==> config.mk <==
export PLATFORM = sky130hd
export DESIGN_NAME = imem_loader
export DESIGN_NICKNAME = d
export VERILOG_FILES = /design/src/rtl/imem_loader.sv
export SDC_FILE = /design/constraint.sdc
export NUM_CORES = 1
export LEC_CHECK = 0
export ABC_AREA = 1
export CAP_MARGIN = 0
export CELL_PAD_IN_SITES_DETAIL_PLACEMENT = 0
export CELL_PAD_IN_SITES_GLOBAL_PLACEMENT = 1
export CORE_MARGIN = 3
export CORE_UTILIZATION = 35
export DETAILED_ROUTE_END_ITERATION = 6
export PLACE_DENSITY = 0.8
export SYNTH_ARGS = -nofsm -noshare
export SYNTH_HDL_FRONTEND = slang
export SYNTH_SLANG_ARGS = --single-unit
==> constraint.sdc <==
create_clock -name clk -period 11.8 [get_ports clk]
set_clock_uncertainty 0.15 [all_clocks]
set_input_delay 2.36 -clock clk [delete_from_list [all_inputs] [get_ports clk]]
set_output_delay 2.36 -clock clk [all_outputs]
set_load 0.02 [all_outputs]
==> src/rtl/imem_loader.sv <==
// Streams a length-prefixed little-endian program image into instruction memory,
// holding the core in reset until every declared word has been consumed.
module imem_loader #(
    parameter logic [31:0] BASE_ADDR = 32'h0000_0000,
    parameter int          MAX_WORDS = 1024
) (
    input  logic        clk,
    input  logic        reset,
    input  logic [7:0]  ByteIn,
    input  logic        ByteValid,
    output logic        ByteReady,
    input  logic        Start,
    output logic        InstrWrite,
    output logic [31:0] WriteInst,
    output logic [31:0] WriteAdress,
    output logic        CoreReset,
    output logic        LoadDone,
    output logic        OverflowErr
);

    typedef enum logic [2:0] {S_LEN0, S_LEN1, S_DATA, S_WRITE, S_DONE} state_t;

    localparam logic [31:0] MAX_W = 32'(MAX_WORDS);

    state_t      state_q;
    logic [15:0] count_q;
    logic [15:0] word_idx_q;
    logic [1:0]  byte_idx_q;
    logic [23:0] word_q;
    logic        ready_q, iwr_q, core_rst_q, done_q, ovf_q;
    logic [31:0] winst_q, waddr_q;

    logic        xfer;
    logic [15:0] count_d;
    logic [16:0] word_idx_d;
    logic [31:0] waddr_d;

    assign xfer       = ByteValid & ready_q;
    assign count_d    = {ByteIn, count_q[7:0]};
    assign word_idx_d = {1'b0, word_idx_q} + 17'd1;
    assign waddr_d    = BASE_ADDR + {14'd0, word_idx_q, 2'b00};

    always_ff @(posedge clk or posedge reset) begin
        if (reset) begin
            state_q    <= S_LEN0;
            count_q    <= '0;
            word_idx_q <= '0;
            byte_idx_q <= '0;
            word_q     <= '0;
            ready_q    <= 1'b1;
            iwr_q      <= 1'b0;
            winst_q    <= '0;
            waddr_q    <= BASE_ADDR;
            core_rst_q <= 1'b1;
            done_q     <= 1'b0;
            ovf_q      <= 1'b0;
        end else begin
            iwr_q <= 1'b0;
            unique case (state_q)
                S_LEN0: if (xfer) begin
                    count_q[7:0] <= ByteIn;
                    state_q      <= S_LEN1;
                end
                S_LEN1: if (xfer) begin
                    count_q[15:8] <= ByteIn;
                    ovf_q         <= ovf_q | ({16'd0, count_d} > MAX_W);
                    if (count_d == 16'd0) begin
                        state_q    <= S_DONE;
                        ready_q    <= 1'b0;
                        core_rst_q <= 1'b0;
                        done_q     <= 1'b1;
                    end else begin
                        state_q <= S_DATA;
                    end
                end
                S_DATA: if (xfer) begin
                    byte_idx_q <= byte_idx_q + 2'd1;
                    case (byte_idx_q)
                        2'd0: word_q[7:0]   <= ByteIn;
                        2'd1: word_q[15:8]  <= ByteIn;
                        2'd2: word_q[23:16] <= ByteIn;
                        default: begin
                            // Last byte goes straight into the write register.
                            state_q <= S_WRITE;
                            ready_q <= 1'b0;
                            iwr_q   <= ({16'd0, word_idx_q} < MAX_W);
                            winst_q <= {ByteIn, word_q};
                            waddr_q <= waddr_d;
                        end
                    endcase
                end
                S_WRITE: begin
                    word_idx_q <= word_idx_d[15:0];
                    if (word_idx_d == {1'b0, count_q}) begin
                        state_q    <= S_DONE;
                        core_rst_q <= 1'b0;
                        done_q     <= 1'b1;
                    end else begin
                        state_q <= S_DATA;
                        ready_q <= 1'b1;
                    end
                end
                S_DONE: if (Start) begin
                    state_q    <= S_LEN0;
                    ready_q    <= 1'b1;
                    core_rst_q <= 1'b1;
                    done_q     <= 1'b0;
                    ovf_q      <= 1'b0;
                    word_idx_q <= '0;
                    byte_idx_q <= '0;
                end
                default: state_q <= S_LEN0;
            endcase
        end
    end

    assign ByteReady   = ready_q;
    assign InstrWrite  = iwr_q;
    assign WriteInst   = winst_q;
    assign WriteAdress = waddr_q;
    assign CoreReset   = core_rst_q;
    assign LoadDone    = done_q;
    assign OverflowErr = ovf_q;

endmodule
==> results of run 1 <==
cells in the mapped netlist (5+ instances only):
cell      instances
nor2_4            5
o21ai_1          11
nand2_1         230
clkbuf_1          9
ha_1              5
nor2_2            8
inv_1            55
inv_2             5
nor2_1           32
buf_2             7
nand2_2           5
nand3_1          42
buf_4            17
dfrtp_1         112
nand4_1          12
o22ai_1           6
a21oi_1           9
o21ai_0          59
cell usage in the layout, fill, tap and decap left out, drive strengths merged, types with 2 or more instances in the layout:
master           n
clkinv           4
xor3             2
ha               5
a21oi            9
nand3b           4
nand3           44
dfrtp          112
bufinv           3
nand2          237
clkbuf          23
nand4           12
nor3             4
dfstp            2
inv             60
xor2             2
nor2            46
o21ai           71
conb            16
clkdlybuf4s50   64
o22ai            6
flip-flops by register name, summed over array words and instances, names as in the netlist:
register / cells
OverflowErr: 1
LoadDone: 1
byte_idx_q: 2
CoreReset: 1
WriteAdress: 16
count_q: 16
InstrWrite: 1
word_idx_q: 16
ByteReady: 1
word_q: 24
WriteInst: 32
state_q: 3
kinds of logic after synthesis:
family	after synthesis	share of synthesized area, %
fa+ha+maj	5	1.155
xor+xnor	4	1.202
simple gates	348	28.23
other cells	1	0.06925
buf+inv	95	8.064
compound gates	89	8.549
flops	114	52.73
power by group:
group | internal [uW] | switching (uW)
Sequential | 392 | 0.405
Clock | 358 | 174
Combinational | 4.75 | 18.7
critical path: cells and delay by family:
kind / cells / cell delay [ns]
compound gates: 1 / 0.10
simple gates: 4 / 1.00
buf+inv: 3 / 1.11
final timing paths:
| check | cells past startpoint | end | slack [ns] | startpoint |
|---|---|---|---|---|
| max in group asynchronous | 3 | WriteInst[1]$_DFFE_PP0P_ | 7.93 | reset |
| setup / recovery | 8 | WriteAdress[16]$_DFFE_PP0P_ | 7.31 | ByteValid |
| min in group asynchronous | 2 | WriteInst[31]$_DFFE_PP0P_ | 2.11 | reset |
| hold reg to reg | 2 | CoreReset$_DFFE_PP1P_ | 0.31 | CoreReset$_DFFE_PP1P_ |
| hold / removal | 2 | CoreReset$_DFFE_PP1P_ | 0.31 | CoreReset$_DFFE_PP1P_ |
| setup reg to reg | 10 | LoadDone$_DFFE_PP0P_ | 9.06 | state_q[2]$_DFFE_PP0P_ |
cell type report:
type | instances | area [um^2]
clock buffer | 23 | 498.0
timing repair buffer | 65 | 648.1
sequential | 114 | 2855
tap | 184 | 230.2
clock inverter | 8 | 125.1
fill | 1376 | 8045
multi-input combinational | 462 | 2180
inverter | 60 | 227.7
layer usage:
metal  vias up  wire length (um)
li1       2196                 -
met1      2076              6192
met2       127              6036
met3        28               706
met4         0               296
met5         -                 0
through the flow:
step | cell area (um^2) | util (%) | hold slack (ns) | power (uW) | worst slack [ns]
3_3_place_gp | 6141 | 41.47 | 0.3041 | 423.0 | 6.928
6_report | 6764 | 45.67 | 0.3106 | 947.9 | 7.314
2_1_floorplan | 5472 | - | 0.2994 | 416.8 | 6.278
3_5_place_dp | 6141 | 41.47 | 0.3056 | 423.3 | 6.812
5_1_grt | 6764 | 45.67 | 0.3434 | 977.9 | 6.973
4_1_cts | 6764 | 45.67 | 0.3154 | 958.6 | 7.252
==> metrics.yaml, run 1 <==
status: "finished, final reports clean"
finalNetCount: 737
worst_path_max_delay_cell: "inv_2"
fmax_ghz: 0.2229
antenna_found_initial: 0
cts.sinks: 114
area_growth_pct: 24.91
grt_use_met3_pct: 3.943
crit_chain: "clkdlybuf4s50_1, nand2_1, nor2_4, inv_2, nor2_4, inv_2, nand2_1, o21ai_0"
grt_pass1_wl_um: 21620
ys.flop_type: "dfrtp_1"
period_needed_ns: 4.486
io_buffers: 64
coreArea_mm2: 0.01481
ys_types: 35
use_met1_pct: 22.72
p_leak_uw: 0.003472
grt_max_degree: 94
die_width_um: 130.4
grt_pass1_vias: 4335
synth_top_area_share_pct: 51.76
slew_viol_final: 0
io_pins: 81
fin_setup_tns_ns: 0
hold_viol: 0
clk_pin_slew_ns: 0.05
synth_area_per_cell_um2: 8.255
cts_made_buffers: 17
ctsHoldBuffers: 0
vias: 4427
gp_congestion: 0.8672
drt_iter0_markers: 343
cts_tree: "done"
start_kind: "input port"
critPathCaptureType: "register"
synth_seq_cells: 114
drive_above_1_share_pct: 8.743
post_cts_buffers: 0
grt-busiest-layer: "met2"
cp_max_fo: 71
initial_core_util_pct: 36.57
clk_latency_ns: 0.41
cp.required_ns: 11.90
avgRoutedWirePerCell_um: 14.44
cts-resized-gates: 0
grt-ovfl-total: 0
grt_usage_pct: 16.55
powerDensity_mw_per_mm2: 140.1
critPathKind: "in2reg"
max_stage_delay_ns: 0.57
dr.pass1.iters: 5
grtUsageMet2_pct: 25.23
synth_edf_count: 0
cts_root_buf: "clkbuf_16"
synth_top_cell_by_area: "dfrtp_1"
tightest_slew_ns: 1.185
max_slew_margin_pct: 21.03
synthArstFlopShare_pct: 100.0
setup_viol: 0
hold_class: "reg2reg"
dp.cells: 885
rsz0062_at_grt: "false"
final_cells: 916
remaining_drc_errors: 0
ys_warn_count: 0
vdd_drop_max_v: 0.0001006
netlist_area_mm2: 0.005415
synthCells: 656
viasPerCell: 4.833
insertedDiodeCount: 0
h-tree-depth: 4
synth_area_leaders: "dfrtp_1, nand2_1, o21ai_0"
place_hpwl_um: 9264
die-area_mm2: 0.01700
cap_violations: 0
num_rows: 44
ant_nets: 0
clk_path_buf_depth: 2
wl_um: 13230
ys_seq_area_share_pct: 52.73
post-route-period-util_pct: 38.02
die_h_um: 130.4
arrival_ns: 4.59
No activity file was read; power rests on OpenSTA's default activity.
==> run 2, diff against run 1 <==
PLACE_DENSITY = 0.82   (was 0.8)
clock period = 4 ns   (was 11.8 ns; I/O delays follow)
==> run 2 against run 1 <==
First-iteration DRC count is 9.6% higher. Sequential cell count is the same. Hold slack improved by 0.0075 ns. Wire length grew 2.5%. Largest cell class unchanged. Setup slack worse by 5.8 ns. Final cell count is 0.33% higher. Sequential share of layout area grew 0.14 points. Power rose to 2.8 times the previous value. Critical path depth fell by 7. Count of clock-buffer cells in the layout unchanged. Via count rose by 1.1%. Final area shrank 0.33%. Critical path type is now reg2out.
==> metrics.yaml, run 2 (same netlist as run 1, synthesis figures left out) <==
critPathLaunch: "ByteReady$_DFFE_PP1P_"
crit_chain: "clkdlybuf4s50_1"
cp.required_ns: 3.05
grt_pass1_vias: 4367
crit_buf_inv: 1
fmax_ghz: 0.3990
grt_max_degree: 53
r2r_setup_slack_ns: 1.66
cts_made_buffers: 17
place_ws_ns: 1.081
wl_um: 13560
grt_usage_pct: 16.99
vdd_drop_max_v: 0.0002598
viasPerCell: 4.871
final_common_cell: "nand2_1"
arrival_ns: 1.56
cp_max_fo: 3
p_int_uw: 2106
tightest_slew_ns: 0.9978
max_slew_margin_pct: 33.24
worst_r2r_path_depth: 10
ctsHoldBuffers: 0
critPathKind: "reg2out"
vias: 4476
period_needed_ns: 2.506
hold_start: "CoreReset$_DFFE_PP1P_"
io_buffers: 64
finalWorstSetupSlack_ns: 1.494
p_switching_uw: 545.4
clk_path_buf_depth: 2
setup_viol: 0
clkPwrFrac_pct: 53.6
r2r-end: "LoadDone$_DFFE_PP0P_"
switching_share_pct: 20.57
grt_pass1_wl_um: 22390
cap_violations: 0
cts_tree: "done"
h-tree-depth: 4
slew_viol_final: 0
initial_core_util_pct: 36.57
largest_register_ffs: 32
gp_congestion: 0.8901
insertedDiodeCount: 0
avgRoutedWirePerCell_um: 14.76
cts-resized-gates: 0
p_leak_uw: 0.003464
combinationalPowerShare_pct: 2.7
hold_class: "reg2reg"
post_cts_buffers: 0
die_width_um: 130.4
clk_pin_slew_ns: 0.05
grt-ovfl-total: 0
max_stage_delay_ns: 0.61
powerDensity_mw_per_mm2: 393.4
die-area_mm2: 0.01700
fin_setup_tns_ns: 0
cpLargestDelayFamily: "buffers and inverters"
finalNetCount: 742
final_cell_mix: "nand2_1, dfrtp_1, clkdlybuf4s50_1"
area_growth_pct: 24.49
drive_above_1_share_pct: 8.707
num_rows: 44
dr.pass1.iters: 5
worst_path_max_delay_cell: "clkdlybuf4s50_1"
min_to: "CoreReset$_DFFE_PP1P_"
place_hpwl_um: 9662
critPathCaptureType: "primary output"
die_h_um: 130.4
post-route-period-util_pct: 62.65
antenna_found_initial: 0
start_kind: "register"
coreArea_mm2: 0.01481
cts_root_buf: "clkbuf_16"
remaining_drc_errors: 0
whs_path_depth: 2
clk_latency_ns: 0.41
pwr-share-seq_pct: 43.7
cts.sinks: 114
status: "finished, final reports clean"
ant_nets: 0
rsz0062_at_grt: "false"
io_pins: 81
drt_iter0_markers: 376
hold_viol: 0
nFillCells: 1406
r2r_start: "count_q[5]$_DFFE_PP0P_"
[run 2: changes by cell type in the layout (fill, tap and decap cells not counted)]
cell and change:
bufinv_16 -1, clkinv_4 -2, clkbuf_1 +3, buf_4 +4
clkinv_2 +1, clkbuf_8 -3, buf_12 +1
[run 2: metrics by stage]
step | area, um^2 | hold WS (ns) | utilization, % | std cells | total power [uW]
final | 6741 | 0.3181 | 45.52 | 919 | 2652
after global routing | 6741 | 0.3431 | 45.52 | 919 | 2727
after CTS | 6741 | 0.3231 | 45.52 | 919 | 2672
after detailed placement | 6191 | 0.3122 | 41.80 | 890 | 1251
after global placement | 6191 | 0.3088 | 41.80 | 890 | 1249
after floorplan | 5472 | 0.2994 | - | 671 | 1230
[run 2: worst max path at each step]
stage | to | slack [ns] | cells past startpoint
final | ByteReady | 1.49 | 1
after global routing | WriteInst[29]$_DFFE_PP0P_ | 1.26 | 8
after CTS | ByteReady | 1.47 | 1
after detailed placement | WriteInst[29]$_DFFE_PP0P_ | 1.08 | 8
after global placement | WriteInst[26]$_DFFE_PP0P_ | 1.11 | 8
after floorplan | InstrWrite$_DFF_PP0_ | 0.04 | 1
[run 2: final cells by class]
class	instances	area, um^2	area share, %
tap	184	230.2	3.415
clock inverter	6	82.58	1.225
inverter	60	227.7	3.378
timing repair buffer	70	698.2	10.36
multi-input combinational	462	2180	32.33
clock buffer	23	467.9	6.941
sequential	114	2855	42.35
[run 2: power by group through the flow]
stage | Combinational (uW) | Sequential, uW | Clock [uW]
CTS | 73.5 | 1160 | 1440
global placement | 72.0 | 1180 | 0
global route | 79.8 | 1160 | 1490
floorplan | 51.5 | 1180 | 0
finish | 71.5 | 1160 | 1420
detailed placement | 73.5 | 1180 | 0
[run 2: layer usage]
metal,track usage (%),share of wire [%],up-vias
li1,-,-,2202
met1,23.60,47,2143
met2,26.22,46,115
met3,3.943,5.1,16
met4,6.050,1.7,0
met5,0,0,-
